==> config.mk <==
export PLATFORM = sky130hd
export DESIGN_NAME = riscv_exec_stage_flat
export DESIGN_NICKNAME = d
export VERILOG_FILES = /design/src/rtl/riscv_exec_stage_if.sv /design/src/rtl/riscv_exec_stage.sv /design/src/flat_wrapper.sv
export SDC_FILE = /design/constraint.sdc
export NUM_CORES = 1
export LEC_CHECK = 0
export BUFFER_PORTS_ARGS = -buffer_cell sky130_fd_sc_hd__clkbuf_2
export CORE_ASPECT_RATIO = 0.9
export CORE_MARGIN = 2
export CORE_UTILIZATION = 44
export CTS_CLUSTER_SIZE = 40
export DETAILED_ROUTE_END_ITERATION = 8
export SETUP_SLACK_MARGIN = 0.5
export SLEW_MARGIN = 25
export SYNTH_ARGS = -nofsm -noshare
export SYNTH_HDL_FRONTEND = slang
export SYNTH_SLANG_ARGS = --single-unit
==> constraint.sdc <==
create_clock -name clk -period 4.2 [get_ports clk]
set_input_delay 0 -clock clk [delete_from_list [all_inputs] [get_ports clk]]
set_output_delay 0 -clock clk [all_outputs]
set_load 0.005 [all_outputs]
==> src/rtl/riscv_exec_stage_if.sv <==
// rtl/riscv_exec_stage_if.sv - stream bundle between decode, execute stage and MEM/WB
// Purpose: groups the upstream instruction stream and downstream result stream.
// Ports (signals):
//   in_valid/in_ready      upstream handshake
//   in_is_imm, in_funct3, in_funct7_5, in_rs1, in_rs2, in_imm, in_tag  decoded instruction
//   out_valid/out_ready    downstream handshake
//   out_result, out_tag, out_wen, out_illegal                         registered result
// Modports: slave = execute stage, master = environment driving/consuming it.
interface riscv_exec_stage_if #(
  parameter int TAG_W = 5
);
  logic             in_valid;
  logic             in_ready;
  logic             in_is_imm;
  logic [2:0]       in_funct3;
  logic             in_funct7_5;
  logic [31:0]      in_rs1;
  logic [31:0]      in_rs2;
  logic [31:0]      in_imm;
  logic [TAG_W-1:0] in_tag;
  logic             out_valid;
  logic             out_ready;
  logic [31:0]      out_result;
  logic [TAG_W-1:0] out_tag;
  logic             out_wen;
  logic             out_illegal;

  modport slave (
    input  in_valid, in_is_imm, in_funct3, in_funct7_5, in_rs1, in_rs2, in_imm, in_tag,
    output in_ready,
    output out_valid, out_result, out_tag, out_wen, out_illegal,
    input  out_ready
  );

  modport master (
    output in_valid, in_is_imm, in_funct3, in_funct7_5, in_rs1, in_rs2, in_imm, in_tag,
    input  in_ready,
    input  out_valid, out_result, out_tag, out_wen, out_illegal,
    output out_ready
  );
endinterface

==> src/rtl/riscv_exec_stage.sv <==
// rtl/riscv_exec_stage.sv - RV32I OP/OP-IMM execute stage with registered skid output
// Purpose: decodes funct3/funct7 into an ALU opcode, computes the result (SLT/SLTU done
//   locally), and registers it toward MEM/WB behind a valid/ready handshake with a
//   main register plus one skid entry.
// Ports:
//   clk    in  clock, all state on rising edge
//   rst_n  in  asynchronous active-low reset
//   flush  in  synchronous flush, highest priority
//   io     riscv_exec_stage_if.slave stream bundle (instruction in, result out)
module riscv_exec_stage #(
  parameter int TAG_W   = 5,
  parameter bit SKID_EN = 1'b1
) (
  input  logic                  clk,
  input  logic                  rst_n,
  input  logic                  flush,
  riscv_exec_stage_if.slave     io
);

  localparam logic [3:0] ALU_ADD  = 4'd0;
  localparam logic [3:0] ALU_SUB  = 4'd1;
  localparam logic [3:0] ALU_SLL  = 4'd2;
  localparam logic [3:0] ALU_SRL  = 4'd3;
  localparam logic [3:0] ALU_SRA  = 4'd4;
  localparam logic [3:0] ALU_XOR  = 4'd5;
  localparam logic [3:0] ALU_OR   = 4'd6;
  localparam logic [3:0] ALU_AND  = 4'd7;

  typedef struct packed {
    logic [31:0]      result;
    logic [TAG_W-1:0] tag;
    logic             wen;
    logic             illegal;
  } entry_t;

  logic [31:0] op_b;
  logic [4:0]  shamt;
  logic [3:0]  alu_op;
  logic        use_cmp;
  logic        illegal;
  logic [31:0] alu_res;
  logic        lt;
  entry_t      new_entry;

  entry_t main_q, main_d, skid_q, skid_d;
  logic   out_valid_q, out_valid_d;
  logic   skid_full_q, skid_full_d;
  logic   load_main;
  logic   accept;

  // Decode and execute
  always_comb begin
    op_b    = io.in_is_imm ? io.in_imm : io.in_rs2;
    shamt   = op_b[4:0];
    alu_op  = ALU_ADD;
    use_cmp = 1'b0;
    // OP allows bit 30 only on ADD/SUB and SRL/SRA; OP-IMM carries imm bits there except SLLI.
    illegal = io.in_funct7_5 &
              (io.in_is_imm ? (io.in_funct3 == 3'b001)
                            : (io.in_funct3 != 3'b000 && io.in_funct3 != 3'b101));
    case (io.in_funct3)
      3'b000:  alu_op = (!io.in_is_imm && io.in_funct7_5) ? ALU_SUB : ALU_ADD;
      3'b001:  alu_op = ALU_SLL;
      3'b010:  use_cmp = 1'b1;
      3'b011:  use_cmp = 1'b1;
      3'b100:  alu_op = ALU_XOR;
      3'b101:  alu_op = io.in_funct7_5 ? ALU_SRA : ALU_SRL;
      3'b110:  alu_op = ALU_OR;
      default: alu_op = ALU_AND;
    endcase

    case (alu_op)
      ALU_SUB: alu_res = io.in_rs1 - op_b;
      ALU_SLL: alu_res = io.in_rs1 << shamt;
      ALU_SRL: alu_res = io.in_rs1 >> shamt;
      ALU_SRA: alu_res = $unsigned($signed(io.in_rs1) >>> shamt);
      ALU_XOR: alu_res = io.in_rs1 ^ op_b;
      ALU_OR:  alu_res = io.in_rs1 | op_b;
      ALU_AND: alu_res = io.in_rs1 & op_b;
      default: alu_res = io.in_rs1 + op_b;
    endcase

    // funct3[0] distinguishes SLTU (011) from SLT (010)
    lt = io.in_funct3[0] ? (io.in_rs1 < op_b) : ($signed(io.in_rs1) < $signed(op_b));

    new_entry.illegal = illegal;
    new_entry.tag     = io.in_tag;
    new_entry.wen     = (io.in_tag != '0) && !illegal;
    if (illegal)      new_entry.result = 32'd0;
    else if (use_cmp) new_entry.result = {31'd0, lt};
    else              new_entry.result = alu_res;
  end

  assign load_main   = !out_valid_q || io.out_ready;
  // Skid mode: ready comes straight from a flop so upstream timing is decoupled.
  assign io.in_ready = SKID_EN ? !skid_full_q : load_main;
  assign accept      = io.in_valid && io.in_ready;

  always_comb begin
    main_d      = main_q;
    skid_d      = skid_q;
    out_valid_d = out_valid_q;
    skid_full_d = skid_full_q;
    if (flush) begin
      out_valid_d = 1'b0;
      skid_full_d = 1'b0;
    end else if (load_main) begin
      if (skid_full_q) begin
        // Oldest entry first; a same-cycle accept refills the freed skid.
        main_d      = skid_q;
        out_valid_d = 1'b1;
        if (accept) skid_d = new_entry;
        else        skid_full_d = 1'b0;
      end else if (accept) begin
        main_d      = new_entry;
        out_valid_d = 1'b1;
      end else begin
        out_valid_d = 1'b0;
      end
    end else if (accept && SKID_EN) begin
      skid_d      = new_entry;
      skid_full_d = 1'b1;
    end
  end

  always_ff @(posedge clk or negedge rst_n) begin
    if (!rst_n) begin
      main_q      <= '0;
      skid_q      <= '0;
      out_valid_q <= 1'b0;
      skid_full_q <= 1'b0;
    end else begin
      main_q      <= main_d;
      skid_q      <= skid_d;
      out_valid_q <= out_valid_d;
      skid_full_q <= skid_full_d;
    end
  end

  assign io.out_valid   = out_valid_q;
  assign io.out_result  = main_q.result;
  assign io.out_tag     = main_q.tag;
  assign io.out_wen     = main_q.wen;
  assign io.out_illegal = main_q.illegal;

endmodule

==> src/flat_wrapper.sv <==
// flat-port wrapper written by rule: the top's interface ports become plain ports
module riscv_exec_stage_flat 
#(
  parameter int TAG_W   = 5,
  parameter bit SKID_EN = 1'b1
)
  (clk, rst_n, flush, io_in_valid, io_in_is_imm, io_in_funct3, io_in_funct7_5, io_in_rs1, io_in_rs2, io_in_imm, io_in_tag, io_in_ready, io_out_valid, io_out_result, io_out_tag, io_out_wen, io_out_illegal, io_out_ready);
  riscv_exec_stage_if #(.TAG_W(TAG_W)) io_i ();
  input  logic clk;
  input  logic rst_n;
  input  logic flush;
  input wire logic [$bits(io_i.in_valid)-1:0] io_in_valid;
  input wire logic [$bits(io_i.in_is_imm)-1:0] io_in_is_imm;
  input wire logic [$bits(io_i.in_funct3)-1:0] io_in_funct3;
  input wire logic [$bits(io_i.in_funct7_5)-1:0] io_in_funct7_5;
  input wire logic [$bits(io_i.in_rs1)-1:0] io_in_rs1;
  input wire logic [$bits(io_i.in_rs2)-1:0] io_in_rs2;
  input wire logic [$bits(io_i.in_imm)-1:0] io_in_imm;
  input wire logic [$bits(io_i.in_tag)-1:0] io_in_tag;
  output wire logic [$bits(io_i.in_ready)-1:0] io_in_ready;
  output wire logic [$bits(io_i.out_valid)-1:0] io_out_valid;
  output wire logic [$bits(io_i.out_result)-1:0] io_out_result;
  output wire logic [$bits(io_i.out_tag)-1:0] io_out_tag;
  output wire logic [$bits(io_i.out_wen)-1:0] io_out_wen;
  output wire logic [$bits(io_i.out_illegal)-1:0] io_out_illegal;
  input wire logic [$bits(io_i.out_ready)-1:0] io_out_ready;
  assign io_i.in_valid = io_in_valid;
  assign io_i.in_is_imm = io_in_is_imm;
  assign io_i.in_funct3 = io_in_funct3;
  assign io_i.in_funct7_5 = io_in_funct7_5;
  assign io_i.in_rs1 = io_in_rs1;
  assign io_i.in_rs2 = io_in_rs2;
  assign io_i.in_imm = io_in_imm;
  assign io_i.in_tag = io_in_tag;
  assign io_in_ready = io_i.in_ready;
  assign io_out_valid = io_i.out_valid;
  assign io_out_result = io_i.out_result;
  assign io_out_tag = io_i.out_tag;
  assign io_out_wen = io_i.out_wen;
  assign io_out_illegal = io_i.out_illegal;
  assign io_i.out_ready = io_out_ready;
  riscv_exec_stage #(.TAG_W(TAG_W), .SKID_EN(SKID_EN)) u_core (.clk(clk), .rst_n(rst_n), .flush(flush), .io(io_i));
endmodule
==> impl_metrics.tcl <==
set metrics [dict create \
    outcome "complete, no violations" \
    power.total_mw 4.11 \
    cp_max_fo 10 \
    io_pins 152 \
    gr-total-overflow 0 \
    synthArstFlopShare_pct 100 \
    hold_path.class "in2reg" \
    reg2reg_from "u_core.skid_full_q" \
    drcViolationCount 0 \
    synth_ff_type "dfrtp_1" \
    seq_area_frac_synth_pct 15.1 \
    die-area_sq_mm 0.0315 \
    powerDensity_mw_per_mm2 273 \
    crit_top_cell "o21ai_0" \
    leakagePower_nw 6.92 \
    pre_cts_ws_ns -0.0309 \
    critPathCaptureType "flop" \
    synth_enable_flop_cells 0 \
    cts_buffers 9 \
    grt_setup_unrepaired "false" \
    dr_total_vias 14800 \
    final.setup.tns_ns 0 \
    path_cells "buf_4, mux2i_4, inv_4, ha_1, fa_1, a211oi_1, o21ai_0, a31oi_1, buf_4, o21ai_0, a31o_2, a31oi_1, xnor2_1, o22ai_1, o21ai_0" \
    grt_max_degree 81 \
    worst-r2r-cell-count 7 \
    wl_um 61400 \
    cts_tree "yes" \
    clockBufferDepth 2 \
    clkSinkCount 80 \
    syn_to_final_growth_pct 13.9 \
    clock_skew_ns 0.00454 \
    cap_viol_max_count 0 \
    h-tree-depth 3 \
    synth_warnings 0 \
    dp.cells 2263 \
    core_area_sq_mm 0.0297 \
    gp_congestion 1.03 \
    die_x_um 187 \
    setup_viol 0 \
    crit_start "io_in_is_imm" \
    fin_crit_ns 3.52 \
    worst_pin_slew_ns 0.978 \
    track_usage_pct 38.3 \
    cp-endpoint "u_core.io.out_result[28]" \
    postRouteAntennaNets 0 \
    cts.clk_slew.worst_paths_ns 0.06 \
    max_freq_ghz 0.284 \
    wl_per_cell_um 26.8 \
    cp_slowest_stage_delay_ns 0.46 \
    clock_latency_ns 0.34 \
    io_buffers 151 \
    first_iter_violations 1985 \
    rows 60 \
    critPathKind "in2reg" \
    slew_viol_final 0 \
    routed_via_density 6.48 \
    synth_nets 1979 \
    crit_slowest_cell "fa_1" \
    syn_area_sq_mm 0.0132 \
    nets 2113 \
    grt_pass1_vias 13700 \
    ys_ff_latch 80 \
    path_depth 15 \
    finalCritPeriodShare_pct 83.9 \
    relSlewSlack_pct 34.5 \
    antennaDiodeCount 0 \
    required_ns 4.40 \
    initial_utilization_pct 44.5 \
    dieHeight_um 168 \
    vdd_ir_drop_max_mv 0.207 \
    fillCellCount 3053 \
    drtPass1Iterations 9 \
    critical-path-top-delay-family "compound AO/OA/AOI/OAI gates" \
    hold_viol 0 \
    reg2reg_setup_slack_ns 1.36 \
    fin_util_pct 50.7 \
    cp.arrival_ns 3.72 \
    synth_cells 1748 \
    stdcell_count 2290 \
    postSynthAreaPerCell_sq_um 7.57 \
    start_kind "primary input" \
    worst-path-buf-inv 3 \
    worst_slack_ns 0.678 \
    hpwl_um 47900 \
    drive_gt1_share_pct 19.0 \
    root_buffer "clkbuf_16" \
    grt_pass1_wl_um 91100 \
    ys_types 84 \
    antenna_found_initial 4 \
    reg2reg_to "u_core.io.out_result[21]" \
]
layout by cell type, fill, tap and decap left out, types with 29 or more instances in the layout:
| cell type | instances |
|---|---|
| mux2i_1 | 114 |
| o21ai_0 | 170 |
| a21oi_1 | 153 |
| nor2_1 | 125 |
| nand2_1 | 236 |
| mux4_2 | 44 |
| inv_1 | 97 |
| xnor2_1 | 29 |
| ha_1 | 116 |
| dfrtp_1 | 80 |
| clkbuf_2 | 149 |
| nand3_1 | 44 |
| buf_4 | 80 |
worst min-delay path, delay by kind of cell:
kind          cells  cell delay [ns]
buf+inv           1             0.07
simple gates      2             0.27
metrics by stage:
stage | hold slack (ns) | instance area, sq um
2_1_floorplan | -0.296 | 13200
6_report | 0.0469 | 15100
3_5_place_dp | 0.215 | 14600
3_3_place_gp | 0.207 | 14600
4_1_cts | 0.0288 | 14900
5_1_grt | 0.0518 | 15100
area by class of cell:
cell class	count	area, sq um	share of cell area (%)
clock buffers	12	256	1.70
clock inverters	4	28.8	0.191
inverters	101	384	2.55
multi-input cells	1449	10400	69.1
flip-flops and latches	80	2000	13.3
well taps	403	504	3.35
repair buffers	241	1480	9.82
timing repair:
action / in CTS / in global routing
gates resized for setup: 2 / 29
buffers inserted: 0 / 2
pin swaps: 0 / 3
hold buffers: 9 / 0
endpoints found under the setup margin: 11 / 27
hold endpoints to repair: 89 / 0
sequential cells by signal (all words and copies together) (netlist names):
signal,cells
u_core.io.out_illegal,1
u_core.io.out_result,32
u_core.io.out_tag,5
u_core.io.out_valid,1
u_core.io.out_wen,1
u_core.skid_full_q,1
u_core.skid_q,39
synth_stat cells (14+ instances only):
library cell    n  area [sq um]
a211oi_1       19           143
a21o_1         14           105
a21oi_1       154           771
a31oi_1        16           100
and3_1         23           144
buf_2          18          90.1
clkbuf_1       73           274
dfrtp_1        80          2000
ha_1          118          1480
inv_1          97           364
mux2i_1       124          1240
mux4_2         44           991
nand2_1       237           890
nand3_1        45           225
nor2_1        125           469
nor3_1         26           130
o211ai_1       25           188
o21ai_0       175           876
o21bai_1       16           120
o22ai_1        18           113
xnor2_1        29           254
kinds of logic (layout without fill, tap and decap cells):
kind of cell    Yosys count  after routing  share of synthesized area [%]
xor+xnor                 40             40                           2.65
mux                     186            186                           18.7
fa+ha+maj               120            120                           11.5
simple gates            530            530                           17.8
buf+inv                 219            358                           7.11
compound gates          573            573                           27.1
flops                    80             80                           15.1
power by group:
part	leakage, nW	internal (mW)	switching, mW	total (mW)
clock network	0.135	0.433	0.317	0.750
logic	5.75	0.865	1.48	2.34
registers	1.03	0.930	0.0912	1.02
total	6.92	2.23	1.88	4.11
layer usage:
layer	global-route usage, %	share of wire [%]	vias to the layer above
met4	11.7	3.6	6
met2	55.8	41	924
met3	7.38	11	116
met1	56.9	44	7151
met5	0	0.055	-
li1	-	-	6651
how the worst min path moves through the flow:
stage                       from               endpoint  slack, ns  cells past startpoint
CTS                 io_out_ready     u_core.skid_full_q       0.03                      3
finish              io_out_ready     u_core.skid_full_q       0.05                      3
global placement           flush    u_core.io.out_valid       0.21                      2
floorplan                  rst_n  u_core.io.out_illegal      -0.30                      0
global route        io_out_ready     u_core.skid_full_q       0.05                      3
detailed placement         flush    u_core.io.out_valid       0.22                      2
No activity file was read; power rests on OpenSTA's default activity.
